<file path="config.mk">
export PLATFORM = sky130hd
export DESIGN_NAME = atm_teclado
export DESIGN_NICKNAME = d
export VERILOG_FILES = /design/src/rtl/atm_pkg.sv /design/src/rtl/atm_antirrebote.sv /design/src/rtl/atm_teclado.sv
export SDC_FILE = /design/constraint.sdc
export NUM_CORES = 1
export LEC_CHECK = 0
export CAP_MARGIN = 25
export CORE_ASPECT_RATIO = 0.7
export CORE_MARGIN = 1
export CORE_UTILIZATION = 26
export CTS_CLUSTER_SIZE = 28
export DETAILED_ROUTE_END_ITERATION = 10
export DONT_BUFFER_PORTS = 1
export GPL_TIMING_DRIVEN = 0
export PLACE_DENSITY = 0.4
export REMOVE_ABC_BUFFERS = 1
export SLEW_MARGIN = 20
export SYNTH_ARGS = -nofsm -noshare
export SYNTH_HDL_FRONTEND = slang
export SYNTH_HIERARCHICAL = 1
export SYNTH_SLANG_ARGS = --single-unit
</file>
<file path="constraint.sdc">
create_clock -name Clk -period 3.6 [get_ports Clk]
set_input_delay 1.08 -clock Clk [delete_from_list [all_inputs] [get_ports Clk]]
set_output_delay 1.08 -clock Clk [all_outputs]
set_load 0.03 [all_outputs]
</file>
<file path="src/rtl/atm_pkg.sv">
// Shared key codes, debounce state encoding and datapath widths for the ATM keypad front-end.
package atm_pkg;

    localparam int unsigned TECLA_W = 4;
    localparam int unsigned MONTO_W = 32;

    localparam logic [TECLA_W-1:0] TECLA_ACEPTAR = 4'hA;
    localparam logic [TECLA_W-1:0] TECLA_BORRAR  = 4'hB;

    typedef enum logic [1:0] {
        REPOSO       = 2'd0,
        CONFIRMA_ON  = 2'd1,
        PRESIONADA   = 2'd2,
        CONFIRMA_OFF = 2'd3
    } rebote_t;

    function automatic logic es_digito(input logic [TECLA_W-1:0] t);
        return t <= 4'd9;
    endfunction

    // acc*10 + d without a multiplier
    function automatic logic [MONTO_W-1:0] por_diez_mas(input logic [MONTO_W-1:0] acc,
                                                        input logic [TECLA_W-1:0] d);
        return (acc << 3) + (acc << 1) + MONTO_W'(d);
    endfunction

endpackage

</file>
<file path="src/rtl/atm_antirrebote.sv">
// Two-flop synchronizer plus debounce FSM; emits one evento pulse per accepted press.
module atm_antirrebote
    import atm_pkg::*;
#(
    parameter int unsigned DEBOUNCE_CICLOS = 16
) (
    input  logic               clk,
    input  logic               rst,
    input  logic [TECLA_W-1:0] tecla_raw,
    input  logic               valida_raw,
    output logic               evento,
    output logic [TECLA_W-1:0] codigo
);

    localparam int unsigned CNT_W = $clog2(DEBOUNCE_CICLOS + 1);
    localparam logic [CNT_W-1:0] CNT_UNO    = CNT_W'(1);
    localparam logic [CNT_W-1:0] CNT_ULTIMO = CNT_W'(DEBOUNCE_CICLOS - 1);

    logic               valida_s1, valida_s2;
    logic [TECLA_W-1:0] tecla_s1, tecla_s2;

    rebote_t            state, state_d;
    logic [CNT_W-1:0]   cnt, cnt_d;
    logic               evento_d;
    logic [TECLA_W-1:0] codigo_d;

    always_ff @(posedge clk or posedge rst) begin
        if (rst) begin
            valida_s1 <= 1'b0;
            valida_s2 <= 1'b0;
            tecla_s1  <= '0;
            tecla_s2  <= '0;
        end else begin
            valida_s1 <= valida_raw;
            valida_s2 <= valida_s1;
            tecla_s1  <= tecla_raw;
            tecla_s2  <= tecla_s1;
        end
    end

    always_ff @(posedge clk or posedge rst) begin
        if (rst) begin
            state  <= REPOSO;
            cnt    <= '0;
            evento <= 1'b0;
            codigo <= '0;
        end else begin
            state  <= state_d;
            cnt    <= cnt_d;
            evento <= evento_d;
            codigo <= codigo_d;
        end
    end

    // The sample that completes the count is the one that fires, so the
    // transition happens while the counter still holds DEBOUNCE_CICLOS-1.
    always_comb begin
        state_d  = state;
        cnt_d    = cnt;
        evento_d = 1'b0;
        codigo_d = codigo;
        case (state)
            REPOSO: begin
                if (valida_s2) begin
                    state_d = CONFIRMA_ON;
                    cnt_d   = CNT_UNO;
                end
            end
            CONFIRMA_ON: begin
                if (!valida_s2) begin
                    state_d = REPOSO;
                end else if (cnt == CNT_ULTIMO) begin
                    state_d  = PRESIONADA;
                    evento_d = 1'b1;
                    codigo_d = tecla_s2;
                end else begin
                    cnt_d = cnt + CNT_UNO;
                end
            end
            PRESIONADA: begin
                if (!valida_s2) begin
                    state_d = CONFIRMA_OFF;
                    cnt_d   = CNT_UNO;
                end
            end
            CONFIRMA_OFF: begin
                if (valida_s2) begin
                    state_d = PRESIONADA;
                end else if (cnt == CNT_ULTIMO) begin
                    state_d = REPOSO;
                end else begin
                    cnt_d = cnt + CNT_UNO;
                end
            end
            default: state_d = REPOSO;
        endcase
    end

endmodule

</file>
<file path="src/rtl/atm_teclado.sv">
// Keypad front-end: debounced presses become PIN digit strobes or an accumulated binary amount.
module atm_teclado
    import atm_pkg::*;
#(
    parameter int unsigned DEBOUNCE_CICLOS = 16,
    parameter int unsigned MAX_DIGITOS     = 9
) (
    input  logic               Clk,
    input  logic               Reset,
    input  logic [TECLA_W-1:0] TECLA,
    input  logic               TECLA_VALIDA,
    input  logic               HABILITAR,
    input  logic               MODO_MONTO,
    output logic [TECLA_W-1:0] DIGITO,
    output logic               DIGITO_STB,
    output logic [MONTO_W-1:0] MONTO,
    output logic               MONTO_STB,
    output logic               ERROR_TECLA
);

    localparam int unsigned N_W = $clog2(MAX_DIGITOS + 1);
    localparam logic [N_W-1:0] N_MAX = N_W'(MAX_DIGITOS);
    localparam logic [N_W-1:0] N_UNO = N_W'(1);

    logic               evento;
    logic [TECLA_W-1:0] codigo;

    logic [MONTO_W-1:0] acc, acc_d;
    logic [N_W-1:0]     n_dig, n_dig_d;
    logic               modo_q;
    logic [TECLA_W-1:0] digito_d;
    logic [MONTO_W-1:0] monto_d;
    logic               digito_stb_d, monto_stb_d, error_d;

    atm_antirrebote #(
        .DEBOUNCE_CICLOS(DEBOUNCE_CICLOS)
    ) u_antirrebote (
        .clk       (Clk),
        .rst       (Reset),
        .tecla_raw (TECLA),
        .valida_raw(TECLA_VALIDA),
        .evento    (evento),
        .codigo    (codigo)
    );

    always_ff @(posedge Clk or posedge Reset) begin
        if (Reset) begin
            acc         <= '0;
            n_dig       <= '0;
            modo_q      <= 1'b0;
            DIGITO      <= '0;
            DIGITO_STB  <= 1'b0;
            MONTO       <= '0;
            MONTO_STB   <= 1'b0;
            ERROR_TECLA <= 1'b0;
        end else begin
            acc         <= acc_d;
            n_dig       <= n_dig_d;
            modo_q      <= MODO_MONTO;
            DIGITO      <= digito_d;
            DIGITO_STB  <= digito_stb_d;
            MONTO       <= monto_d;
            MONTO_STB   <= monto_stb_d;
            ERROR_TECLA <= error_d;
        end
    end

    // A mode change clears first; an event in the same cycle then acts on the cleared entry.
    always_comb begin
        acc_d        = acc;
        n_dig_d      = n_dig;
        digito_d     = DIGITO;
        monto_d      = MONTO;
        digito_stb_d = 1'b0;
        monto_stb_d  = 1'b0;
        error_d      = 1'b0;

        if (MODO_MONTO != modo_q) begin
            acc_d   = '0;
            n_dig_d = '0;
        end

        if (!HABILITAR) begin
            acc_d   = '0;
            n_dig_d = '0;
        end else if (evento) begin
            if (!MODO_MONTO) begin
                if (es_digito(codigo)) begin
                    digito_d     = codigo;
                    digito_stb_d = 1'b1;
                end else begin
                    error_d = 1'b1;
                end
            end else if (es_digito(codigo)) begin
                if (n_dig_d < N_MAX) begin
                    acc_d   = por_diez_mas(acc_d, codigo);
                    n_dig_d = n_dig_d + N_UNO;
                end else begin
                    error_d = 1'b1;
                end
            end else if (codigo == TECLA_ACEPTAR) begin
                if (n_dig_d != '0) begin
                    monto_d     = acc_d;
                    monto_stb_d = 1'b1;
                    acc_d       = '0;
                    n_dig_d     = '0;
                end else begin
                    error_d = 1'b1;
                end
            end else if (codigo == TECLA_BORRAR) begin
                acc_d   = '0;
                n_dig_d = '0;
            end else begin
                error_d = 1'b1;
            end
        end
    end

endmodule

</file>
==> summary.md <==
| Metric | Value |
|---|---|
| Internal power | 1.77 mW |
| Relative slew slack | 45.6% |
| Tmin final | 3600 ps |
| Failing checks | negative setup slack |
| Post-DRT Antenna Nets | 0 |
| Core Util, Final | 32.2% |
| PnR worst setup slack | -0.670 ps |
| Grt total ovfl | 0 |
| CP max stage cell | a311o_2 |
| Cell variety after synth | 64 |
| Routability cong. | 0.840 |
| Comb pwr share | 4.6% |
| Tot Pwr | 2.34 mW |
| Hold Crit Class | flip-flop to flip-flop |
| Drt via density | 5.07 |
| Worst slew pin tran | 814 ps |
| Switching share of power | 24.1% |
| FF-to-FF Start | modo_q$_DFF_PP0_ |
| Synthesized instance count | 676 |
| DRC errors left | 0 |
| Total CTS buffers | 9 |
| Reg power frac | 48.2% |
| Ports | 48 |
| Seq/Total Area, Yosys | 39.0% |
| CTS Sinks | 98 |
| Initial antenna violation count | 0 |
| CP max FO | 23 |
| Die height | 132 um |
| CTS tree | done |
| Hold WS | 345 ps |
| Worst-path clk slew | 70 ps |
| PD cells | 306 nW/um^2 |
| NetSw | 563 uW |
| Part of the cycle the worst path needs | 100% |
| Hold_sp | u_antirrebote/valida_s1$_DFF_PP0_ |
| Worst skew pair latency | 370 ps |
| CP required | 3850 ps |
| Fmax | 278 MHz |
| GRT Resource Usage Total | 15.3% |
| Initial core utilization | 26.5% |
| Layout Nets | 750 |
| EDFF count, synth | 0 |
| Final WL | 18300 um |
| Area added between synthesis and finish | 21.2% |
| DR WL/cell | 18.3 um |
| Die Width | 188 um |
| #FFs+latches synth | 98 |
| Iteration count of the initial detailed-routing pass | 5 |
| Largest vdd supply drop | 0.000236 V |
| Status | complete, but fails checks |
| Placed inst area | 6630 sq um |
| CP startpoint kind | input pin |
| # diodes | 0 |
| Post-route cell area | 7630 sq um |
| Post-synthesis instance area | 6290 sq um |
| Clock power share | 47.2% |
| Vias in the first global route | 5158 |
| # setup viols final | 1 |
| Rows | 47 |
| Pin count of the biggest net entering global routing | 50 |
| RSZ-0062 raised after global routing | yes |
| Asr flop ratio synth | 100% |
| Leakage power total | 3.40 nW |
| CP endpoint kind | flip-flop |
| Via count | 5067 |
| 1st-iter DRT viols | 391 |
| CTS H-Tree Depth | 3 |
| HPWL Detailed | 13200 um |
| Fraction of layout cells with a size suffix above 1 | 22.0% |
| DIE AREA | 24800 sq um |
| CP peak stage delay | 470 ps |
| CP startpoint | MODO_MONTO |
| Clock tree buffer depth | 2 |
| Main synth FF type | dfrtp_1 |
| Worst clock skew | 16.8 ps |
| Input/output buffers | 0 |
| WP data arrival | 3850 ps |
| Final hold vios | 0 |
| Synth warnings | 6 |
| Crit path kind | input pin to flip-flop |
| Max_cap viols | 0 |
| Pins Over Slew Limit | 0 |
| Core ar. | 23700 sq um |
| Root buffer cell | clkbuf_16 |
| Mapped Avg Cell Area | 9.31 sq um |
| Critical path, cell by cell | xnor2_4 -> buf_12 -> buf_16 -> and2_4 -> ha_1 -> ha_4 -> nand4_1 -> o21bai_2 -> a211oi_2 -> a311o_2 -> o21bai_1 -> xnor2_1 -> o21ai_1 |
| First-pass GRT wire length | 29300 um |
==> per-stage QoR <==
stage / instances / setup TNS (ps) / worst slack (ps)
floorplan: 646 / -6850 / -654
global placement: 964 / -113530 / -1950
detailed placement: 967 / -24760 / -1380
CTS: 989 / -49.9 / -49.0
global route: 999 / -53.6 / -46.3
finish: 999 / -0.670 / -0.670
==> kinds of logic (layout without fill, tap and decap cells) <==
family | after synthesis | after routing | share of synthesized area, %
compound gates | 185 | 185 | 18.7
xor+xnor | 31 | 32 | 4.61
buf+inv | 57 | 61 | 3.76
flops | 98 | 98 | 39.0
mux | 26 | 26 | 4.65
simple gates | 214 | 214 | 16.3
fa+ha+maj | 65 | 65 | 13.0
==> per-layer routing <==
layer / GRT usage [%] / part of all wire (%)
met1: 22.6 / 52
met2: 21.9 / 41
met3: 4.26 / 5.6
met4: 3.61 / 0.80
met5: 0 / 0
==> registers in the layout, summed over array words and instances (netlist names), named ones only <==
register	cells
acc	32
u_antirrebote/tecla_s1	4
u_antirrebote/evento	1
n_dig	4
DIGITO	4
u_antirrebote/valida_s2	1
MONTO_STB	1
u_antirrebote/codigo	4
u_antirrebote/tecla_s2	4
u_antirrebote/valida_s1	1
u_antirrebote/state	1
MONTO	32
ERROR_TECLA	1
DIGITO_STB	1
modo_q	1
u_antirrebote/cnt	5
==> what timing repair did <==
item	4_1_cts	5_1_grt
endpoints found under the hold margin	0	0
setup buffers	5	10
pin swaps	8	18
hold buffers	0	0
gates cloned	1	0
gates resized for setup	49	61
setup endpoints to repair	26	19
==> power by group through the flow <==
stage | clock [mW] | combinational (mW) | sequential (mW)
2_1_floorplan | 0 | 0.0556 | 1.14
3_3_place_gp | 0 | 0.0825 | 1.15
3_5_place_dp | 0 | 0.0962 | 1.15
4_1_cts | 1.15 | 0.110 | 1.13
5_1_grt | 1.19 | 0.121 | 1.13
6_report | 1.10 | 0.108 | 1.13
==> synth_stat cells (all sizes together) (4+ instances only) <==
| cell type | number | area, sq um |
|---|---|---|
| nor2 | 27 | 101 |
| o22ai | 13 | 95.1 |
| inv | 27 | 101 |
| o21bai | 5 | 37.5 |
| clkbuf | 19 | 72.6 |
| and3 | 6 | 37.5 |
| ha | 64 | 801 |
| a22oi | 4 | 30.0 |
| nor3 | 15 | 75.1 |
| a31oi | 7 | 43.8 |
| nand2 | 93 | 349 |
| o21a | 8 | 60.1 |
| mux2 | 26 | 293 |
| xnor2 | 16 | 159 |
| and2 | 26 | 163 |
| xor2 | 15 | 131 |
| nand3 | 15 | 75.1 |
| nand4 | 12 | 75.1 |
| a21o | 6 | 46.3 |
| dfrtp | 98 | 2450 |
| a21oi | 49 | 260 |
| nor2b | 7 | 43.8 |
| buf | 11 | 62.6 |
| o21ai | 59 | 299 |
==> layout by cell type (no fill, tap or decap), types with 15 or more instances in the layout <==
cell type   n
a21oi_1    36
and2_1     17
dfrtp_1    98
ha_1       38
ha_4       15
inv_1      25
mux2_2     26
nand2_1    89
nor2_1     24
o21ai_0    49
xnor2_1    15
xor2_1     15
==> worst max-delay path: cells and delay by family <==
kind	cells	cell delay (ps)
AO/OA/AOI/OAI	5	1130
AND/OR/NAND/NOR	2	400
adder cells (fa/ha/maj)	2	630
buffers and inverters	2	320
XOR/XNOR	2	270
==> path summary, 6_finish.rpt <==
check / end / slack, ps / cells after the start
setup / recovery: acc[27]$_DFF_PP0_ / -0.7 / 13
hold / removal: u_antirrebote/valida_s2$_DFF_PP0_ / 340 / 0
setup reg to reg: acc[27]$_DFF_PP0_ / 40 / 13
hold reg to reg: u_antirrebote/valida_s2$_DFF_PP0_ / 340 / 0
max in group asynchronous: u_antirrebote/valida_s1$_DFF_PP0_ / 2330 / 1
min in group asynchronous: MONTO[10]$_DFFE_PP0P_ / 570 / 1
==> area by class of cell <==
class / instances / area [sq um]
Clock inverter: 7 / 110
Tap cell: 318 / 398
Timing Repair Buffer: 18 / 200
Fill cell: 2427 / 16100
Sequential cell: 98 / 2450
Multi-Input combinational cell: 522 / 4140
Clock buffer: 9 / 225
Inverter: 27 / 104
No activity file was read; power rests on OpenSTA's default activity.
